`config.mk`:
```
export PLATFORM = sky130hd
export DESIGN_NAME = intt_flat_ctrl
export DESIGN_NICKNAME = d
export VERILOG_FILES = /design/src/rtl/intt_pkg.sv /design/src/rtl/intt_stage_decode.sv /design/src/rtl/intt_flat_ctrl.sv
export SDC_FILE = /design/constraint.sdc
export NUM_CORES = 1
export LEC_CHECK = 0
export CAP_MARGIN = 20
export CORE_MARGIN = 2
export CORE_UTILIZATION = 35
export CTS_BUF_LIST = sky130_fd_sc_hd__clkbuf_8
export DETAILED_ROUTE_END_ITERATION = 12
export GPL_TIMING_DRIVEN = 0
export HOLD_SLACK_MARGIN = 0.12
export PLACE_DENSITY = 0.86
export SETUP_SLACK_MARGIN = 0.2
export SLEW_MARGIN = 20
export SYNTH_ARGS = -nofsm -noshare
export SYNTH_HDL_FRONTEND = slang
export SYNTH_SLANG_ARGS = --single-unit
```
`constraint.sdc`:
```
create_clock -name clk -period 4.57 [get_ports clk]
set_clock_uncertainty 0.1 [all_clocks]
set_input_delay 0.914 -clock clk [delete_from_list [all_inputs] [get_ports clk]]
set_output_delay 0.914 -clock clk [all_outputs]
set_load 0.01 [all_outputs]
```
`src/rtl/intt_pkg.sv`:
```
// Shared constants, state type and per-lane decode helpers for the flat INTT controller.
package intt_pkg;

  localparam int unsigned D      = 8;
  localparam int unsigned STAGES = $clog2(D);
  localparam int unsigned SW     = (STAGES > 1) ? $clog2(STAGES) : 1;
  localparam int unsigned AW     = $clog2(D);

  typedef enum logic [1:0] {
    ST_IDLE,
    ST_RUN,
    ST_HOLD
  } state_t;

  // Butterfly group index of lane j at stage s; odd groups are the subtracting half.
  function automatic int unsigned lane_group(input int unsigned j, input logic [SW-1:0] s);
    return j >> (STAGES - 1 - 32'(s));
  endfunction

  function automatic logic sub_select(input int unsigned j, input logic [SW-1:0] s);
    int unsigned m;
    m = lane_group(j, s);
    return m[0];
  endfunction

  function automatic logic [AW-1:0] twiddle_index(input int unsigned j, input logic [SW-1:0] s);
    int unsigned m;
    m = lane_group(j, s);
    if (m[0]) return AW'((m + 1) / 2 + (32'd1 << s) - 1);
    return '0;
  endfunction

endpackage

```
`src/rtl/intt_stage_decode.sv`:
```
// Combinational stage-index decode into per-lane subtract selects and psi_inv addresses.
module intt_stage_decode
  import intt_pkg::*;
(
  input  logic [SW-1:0]   stage,
  output logic [D-1:0]    sub,
  output logic [D*AW-1:0] twiddle_addr
);

  for (genvar j = 0; j < D; j++) begin : g_lane
    assign sub[j]                  = sub_select($unsigned(j), stage);
    assign twiddle_addr[AW*j +: AW] = twiddle_index($unsigned(j), stage);
  end

endmodule

```
`src/rtl/intt_flat_ctrl.sv`:
```
// Sequencer for the flat D-lane INTT datapath: handshakes, lane register strobes, stage counter.
module intt_flat_ctrl
  import intt_pkg::*;
(
  input  logic            clk,
  input  logic            rst,
  input  logic            in_valid,
  output logic            in_ready,
  output logic            out_valid,
  input  logic            out_ready,
  output logic            load,
  output logic            reg_en,
  output logic [SW-1:0]   stage,
  output logic [D-1:0]    sub,
  output logic [D*AW-1:0] twiddle_addr,
  output logic            busy
);

  localparam logic [SW-1:0] STAGE_TOP = SW'(STAGES - 1);

  state_t state;
  logic   accept;
  logic   running;

  // Accepting in HOLD overlaps the result hand-off with the next load, so no IDLE bubble.
  always_comb begin
    in_ready = (state == ST_IDLE) | ((state == ST_HOLD) & out_ready);
    accept   = in_valid & in_ready & ~rst;
    running  = (state == ST_RUN);
  end

  assign load      = accept;
  assign reg_en    = accept | running;
  assign busy      = accept | running;
  assign out_valid = (state == ST_HOLD);

  always_ff @(posedge clk) begin
    if (rst) begin
      state <= ST_IDLE;
      stage <= STAGE_TOP;
    end else begin
      case (state)
        ST_IDLE: begin
          stage <= STAGE_TOP;
          if (accept) state <= ST_RUN;
        end
        ST_RUN: begin
          if (stage == '0) begin
            state <= ST_HOLD;
            stage <= STAGE_TOP;
          end else begin
            stage <= stage - SW'(1);
          end
        end
        ST_HOLD: begin
          stage <= STAGE_TOP;
          if (out_ready) state <= accept ? ST_RUN : ST_IDLE;
        end
        default: begin
          state <= ST_IDLE;
          stage <= STAGE_TOP;
        end
      endcase
    end
  end

  intt_stage_decode u_decode (
    .stage        (stage),
    .sub          (sub),
    .twiddle_addr (twiddle_addr)
  );

endmodule

```
==> results of run 1 <==
## cell usage in the layout, fill, tap and decap left out, drive strengths merged, types with 2 or more instances in the layout
master	netlist	layout
a21oi	4	4
and2	3	3
buf	19	19
clkbuf	0	3
clkdlybuf4s50	0	38
conb	1	4
dfxtp	4	4
ha	9	9
inv	5	5
nand2b	2	2
nor2	6	6
nor2b	2	2
o21a	2	2
## final cells by class
type	instances	area, um2
sequential	4	80.1
clock buffer	3	41.3
multi-input combinational	39	288
buffer	19	140
tap	15	18.8
fill	109	367
inverter	5	18.8
timing repair buffer	38	380
## worst max path at each step
stage / startpoint / end / slack (ns) / depth (start not counted)
2_1_floorplan: rst / reg_en / 2.09 / 4
3_3_place_gp: rst / reg_en / 1.19 / 6
3_5_place_dp: rst / reg_en / 1.17 / 6
4_1_cts: rst / reg_en / 1.14 / 6
5_1_grt: rst / reg_en / 1.06 / 6
6_report: rst / reg_en / 1.14 / 6
## synthesized netlist by cell type, drive strengths merged
cell,count,area (um2)
buf,19,140
ha,9,113
nor2,6,22.5
inv,5,18.8
a21oi,4,23.8
dfxtp,4,80.1
and2,3,18.8
nand2b,2,12.5
nor2b,2,20.0
o21a,2,15.0
and3,1,6.26
and4,1,8.76
conb,1,3.75
nand2,1,3.75
nand3b,1,7.51
nand4,1,6.26
or2,1,6.26
or3b,1,8.76
## power groups by stage
stage	sequential [mW]	clock [mW]	combinational [mW]
floorplan	0.0404	0	0.0512
global placement	0.0403	0	0.0999
detailed placement	0.0405	0	0.102
CTS	0.0400	0.0734	0.103
global route	0.0402	0.0782	0.110
finish	0.0398	0.0728	0.102
## worst max-delay path: cells and delay by family
kind	cells	cell delay [ns]
buf+inv	4	1.27
compound gates	2	0.24
## kinds of logic after synthesis
family,count (synthesis)
fa+ha+maj,9
compound gates,6
other cells,1
simple gates,20
flops,4
buf+inv,24
## flip-flops by register name, indices dropped and copies added, names as in the netlist
name / flops
stage: 2
state: 2
## stage by stage
stage	utilization, %	total power [mW]	setup slack [ns]	area (um2)	hold slack [ns]
after global placement	69.4	0.140	1.19	926	0.435
after CTS	72.5	0.216	1.14	967	0.471
after detailed placement	69.4	0.143	1.17	926	0.443
after global routing	72.5	0.229	1.06	967	0.507
after floorplan	-	0.0916	2.09	527	0.410
final	72.5	0.214	1.14	967	0.476
## per-layer routing
layer / vias to the layer above / wire, um
met4: 0 / 0
met5: - / 0
met1: 210 / 540
li1: 271 / -
met3: 0 / 153
met2: 37 / 523
==> impl_results.md, run 1 <==
* Global Route met3 Usage at 5.60%
* Global-route wire length before repair at between 2 and 2.5 mm
* Crit end category: output pin
* Tot GR Track Use at 15.0%
* Antenna violation net count after detailed routing at 0
* Hold WC Path Type: flip-flop to flip-flop
* Sw Ratio at 27.8%
* Adder-cell share of the synthesized area at 21.8%
* Count of state elements after synthesis at 4
* Cell breakdown of the critical path: clkdlybuf4s50_1, inv_1, a21oi_1, a21oi_1, buf_4, clkdlybuf4s50_1
* XOR/XNOR Fraction of Synth Area at 0%
* Netlist cell types at 21
* Post-CTS setup buffer count at 0
* Minimum clock period at 3.43 ns
* Clock Latency Late Sink at 0.21 ns
* Reg2reg setup slack at between 3 and 4 ns
* Pint at between 0.15 and 0.2 mW
* Clk sinks at 4
* Cells after synthesis at between 60 and 70
* Data required time at the worst endpoint at 3.56 ns
* CTS Hold Buffers Added at 0
* RSZ-0062 raised after global routing: false
* Mapped cell area at 515 um2
* WL/cell at 9.89 um
* Sw power at 0.0595 mW
* Diodes inserted at 0
* Worst Setup Start Kind: primary input
* R2r endpoint: state[0]
* Hold Path Sink: stage[1]
* Max stage delay on crit path at 0.52 ns
* Post-DR vias/cell at 4.21
* Placed cell count at 120
* Drt pass-1 iters at 3
* Drt initial violations at 5
* Largest family of logic cells by synthesized area: buffers and inverters
* Num rows at 13
* Clock buffer depth at 2
* Reg2reg start: stage[0]
* Ys Warns at 0
* Post-Synth Simple-Gate Area at 23.5%
* Die X at 42.4 um
* Worst vdd ir at 0.000182 V
* Final setup violation count at 0
* Final wirelength at about 1.2 mm
* Crit path kind: primary input to output pin
* Comb pwr share at 47.4%
* Non-filler instance count after layout at 123
* Worst-case reg-to-reg path depth at 5
* Synthesis-to-layout area growth at 87.6%
* Final Max Tran Viols at 0
* Number of global-route vias before repair at approximately 470
* Critical path fanouts, max at 4
* H-tree depth at 1
* DR DRC count at 0
* Final Wtd Congestion at approximately 0.71
* Compound-Gate Fraction of Synth Area at 7.52%
* Layout cells sized above 1 at 22.2%
* Initial Util at 38.6%
* F_max at 291 MHz
* Port bufs at 38
* Sequential power share at 18.6%
* Clk pin slew, worst setup/hold paths at 0.03 ns
* GRT met2 Usage at ~22%
* Slowest-stage cell, CP: clkdlybuf4s50_1
* Crit path DAT at between 2 and 2.5 ns
* Hpwl dp at 946 um
* Core area at 0.00133 mm2
* Clock root buffer: clkbuf_8
* Reported max-cap violation count at 0
* P_leak at about 0.46 nW
* Pin count of the biggest net entering global routing at 11
* Ports at 43
* Sequential area share after synthesis at 15.5%
* Met1 GRT Util at 18.5%
* Post-CTS sizing at 0
* Hold Path Stages at 2
* GRT busiest layer: met2
* Pwr/cell area at between 200 and 250 mW/mm2
* Syn avg cell area at just over 8 um2
* Initial antenna violation count at 0
* Via count at 518
* Tcrit/Tclk final at 75.1%
* Die ar. at 0.00180 mm2
* Min-delay src: state[0]
* CTS tree: yes
* Inserted Clock Buffers at 3
* Total gr overflow at 0
* Final nets at approximately 120
* Final Hold Fails at 0
* Setup_tns at 0 ns
* Clock Power Share at 34.0%
* Die height at 42.4 um
* Status: complete, no violations
* Mux cell area share after synthesis at 0%
Note: power is estimated with default switching activity, not from simulation.
==> run 2: changes to the inputs <==
CORE_UTILIZATION = 29   (was 35)
PLACE_DENSITY = 0.76   (was 0.86)
clock period = 3 ns   (was 4.57 ns; I/O delays follow)
==> run 2 against run 1 <==
Net effect:
- sequential power is 53% higher
- hold slack worse by 0.030 ns
- non-clock buffer count stayed put
- clock power is 51% higher
- first-iteration DRC count is 60% lower
- setup slack worse by 0.87 ns
- critical path depth stayed put
- combinational power is 52% higher
- sequential share of layout area is 0.18 points lower
- critical path type unchanged
- largest power group unchanged
==> impl_results.md, run 2 (synthesis gave the netlist of run 1 again) <==
* Status: complete, no violations
* Clock Power Share at between 30% and 40%
* Reported max-cap violation count at 0
* Num rows at 15
* Final wirelength at 1.10 mm
* Number of global-route vias before repair at roughly 450
* Initial Util at 30.2%
* Critical path fanouts, max at 4
* Biggest regs: stage x2, state x2
* Commonest non-fill, non-tap cell in the layout: clkdlybuf4s50_1
* Sw power at 0.0891 mW
* F_max at between 300 and 400 MHz
* Drt initial violations at 2
* Min-delay src: state[0]
* Clk sinks at 4
* Reg2reg setup slack at 1.55 ns
* CTS tree: yes
* Layout cells sized above 1 at 25.9%
* Crit end category: output pin
* Clock buffer depth at 2
* Pin count of the biggest net entering global routing at 11
* Pwr/cell area at 329 mW/mm2
* Fillers at 151
* Sw Ratio at between 20% and 30%
* Die X at 46.2 um
* Initial antenna violation count at 0
* Hpwl dp at 917 um
* Pint at between 0.2 and 0.25 mW
* Ports at 43
* WL/cell at 8.24 um
* Clk pin slew, worst setup/hold paths at 0.03 ns
* CTS Hold Buffers Added at 0
* Crit path DAT at 2.03 ns
* Global-route wire length before repair at roughly 1.7 mm
* RSZ-0062 raised after global routing: true
* Worst Setup Start Kind: primary input
* Fin util at 57.9%
* Crit path kind: primary input to output pin
* Final setup violation count at 0
* Final Hold Fails at 0
* Antenna violation net count after detailed routing at 0
* Tcrit/Tclk final at around nine tenths
* Reg2reg start: stage[0]
* Worst-case reg-to-reg path depth at 5
* Commonest cells after routing, fill and taps aside: 38 x clkdlybuf4s50_1, 18 x buf_4, 7 x ha_1, 6 x nor2_1
* Final nets at 123
* Drt pass-1 iters at 3
* Final Wtd Congestion at about 0.72
* Core area at 0.00171 mm2
* Worst vdd ir at 0.000231 V
* Total gr overflow at 0
* Inserted Clock Buffers at 3
* Port bufs at 38
* Die height at ~46 um
* Setup_tns at 0 ns
* DR DRC count at 0
* Die ar. at 0.00213 mm2
* Hold WC Path Type: flip-flop to flip-flop
* Minimum clock period at 2.73 ns
* Clock Latency Late Sink at 0.21 ns
* Sequential power share at 18.6%
* R2r endpoint: state[0]
* Clock root buffer: clkbuf_8
* Hold Path Stages at 2
* Via count at 508
* P_leak at 0.456 nW
* Synthesis-to-layout area growth at 91.7%
* H-tree depth at 1
* Data required time at the worst endpoint at roughly 2.3 ns
* Hold Path Sink: stage[1]
* Final Max Tran Viols at 0
* Post-DR vias/cell at 3.82
* Tot GR Track Use at 11.1%
* Diodes inserted at 0
* Comb pwr share at 47.6%
[run 2: changes by cell type in the layout (fill, tap and decap cells not counted)]
cell,delta
inv_2,+1
inv_1,-1
ha_2,+2
a21oi_1,-1
ha_1,-2
a21oi_2,+1
[run 2: per-layer routing]
| metal | share of wire (%) | vias up | track usage, % |
|---|---|---|---|
| met4 | 0 | 0 | 6.29 |
| met3 | 15 | 0 | 3.14 |
| li1 | - | 269 | - |
| met2 | 44 | 37 | 18.6 |
| met5 | 0 | - | 0 |
| met1 | 42 | 202 | 12.4 |
[run 2: worst max-delay path, cell delays in order]
cell and delay, ns:
clkdlybuf4s50_1 0.54, inv_2 0.07, a21oi_1 0.17, a21oi_2 0.05, buf_4 0.13, clkdlybuf4s50_1 0.47
[run 2: how the worst max path moves through the flow]
stage,depth (start not counted),to,slack [ns],from
floorplan,4,twiddle_addr[20],0.92,stage[0]
global placement,6,reg_en,0.24,rst
detailed placement,6,reg_en,0.22,rst
CTS,5,twiddle_addr[20],0.20,stage[0]
global route,5,twiddle_addr[20],0.16,stage[0]
finish,6,reg_en,0.27,rst
[run 2: through the flow]
step                      total power [mW]  setup WS, ns  hold slack (ns)  instance area [um2]  instances
after floorplan                      0.140         0.915            0.410                  527         67
after global placement               0.214         0.237            0.435                  938        130
after detailed placement             0.216         0.224            0.440                  938        130
after CTS                            0.327         0.203            0.446                  980        133
after global routing                 0.344         0.160            0.467                  988        133
final                                0.325         0.267            0.445                  988        133
[run 2: power groups by stage]
stage	clock network [mW]	logic, mW	registers, mW
after floorplan	0	0.0779	0.0616
after global placement	0	0.152	0.0613
after detailed placement	0	0.154	0.0615
after CTS	0.111	0.155	0.0608
after global routing	0.114	0.168	0.0614
final	0.110	0.155	0.0607
[run 2: area by class of cell]
type	instances	area (um2)	share of cell area, %
sequential	4	80.1	8.10
timing repair buffer	38	380	38.5
buffer	19	140	14.2
tap	25	31.3	3.16
inverter	5	18.8	1.90
multi-input combinational	39	297	30.0
clock buffer	3	41.3	4.18
[run 2: what timing repair did]
item	CTS	global route
resized for setup	0	4
setup buffers	0	0
setup endpoints to repair	0	3
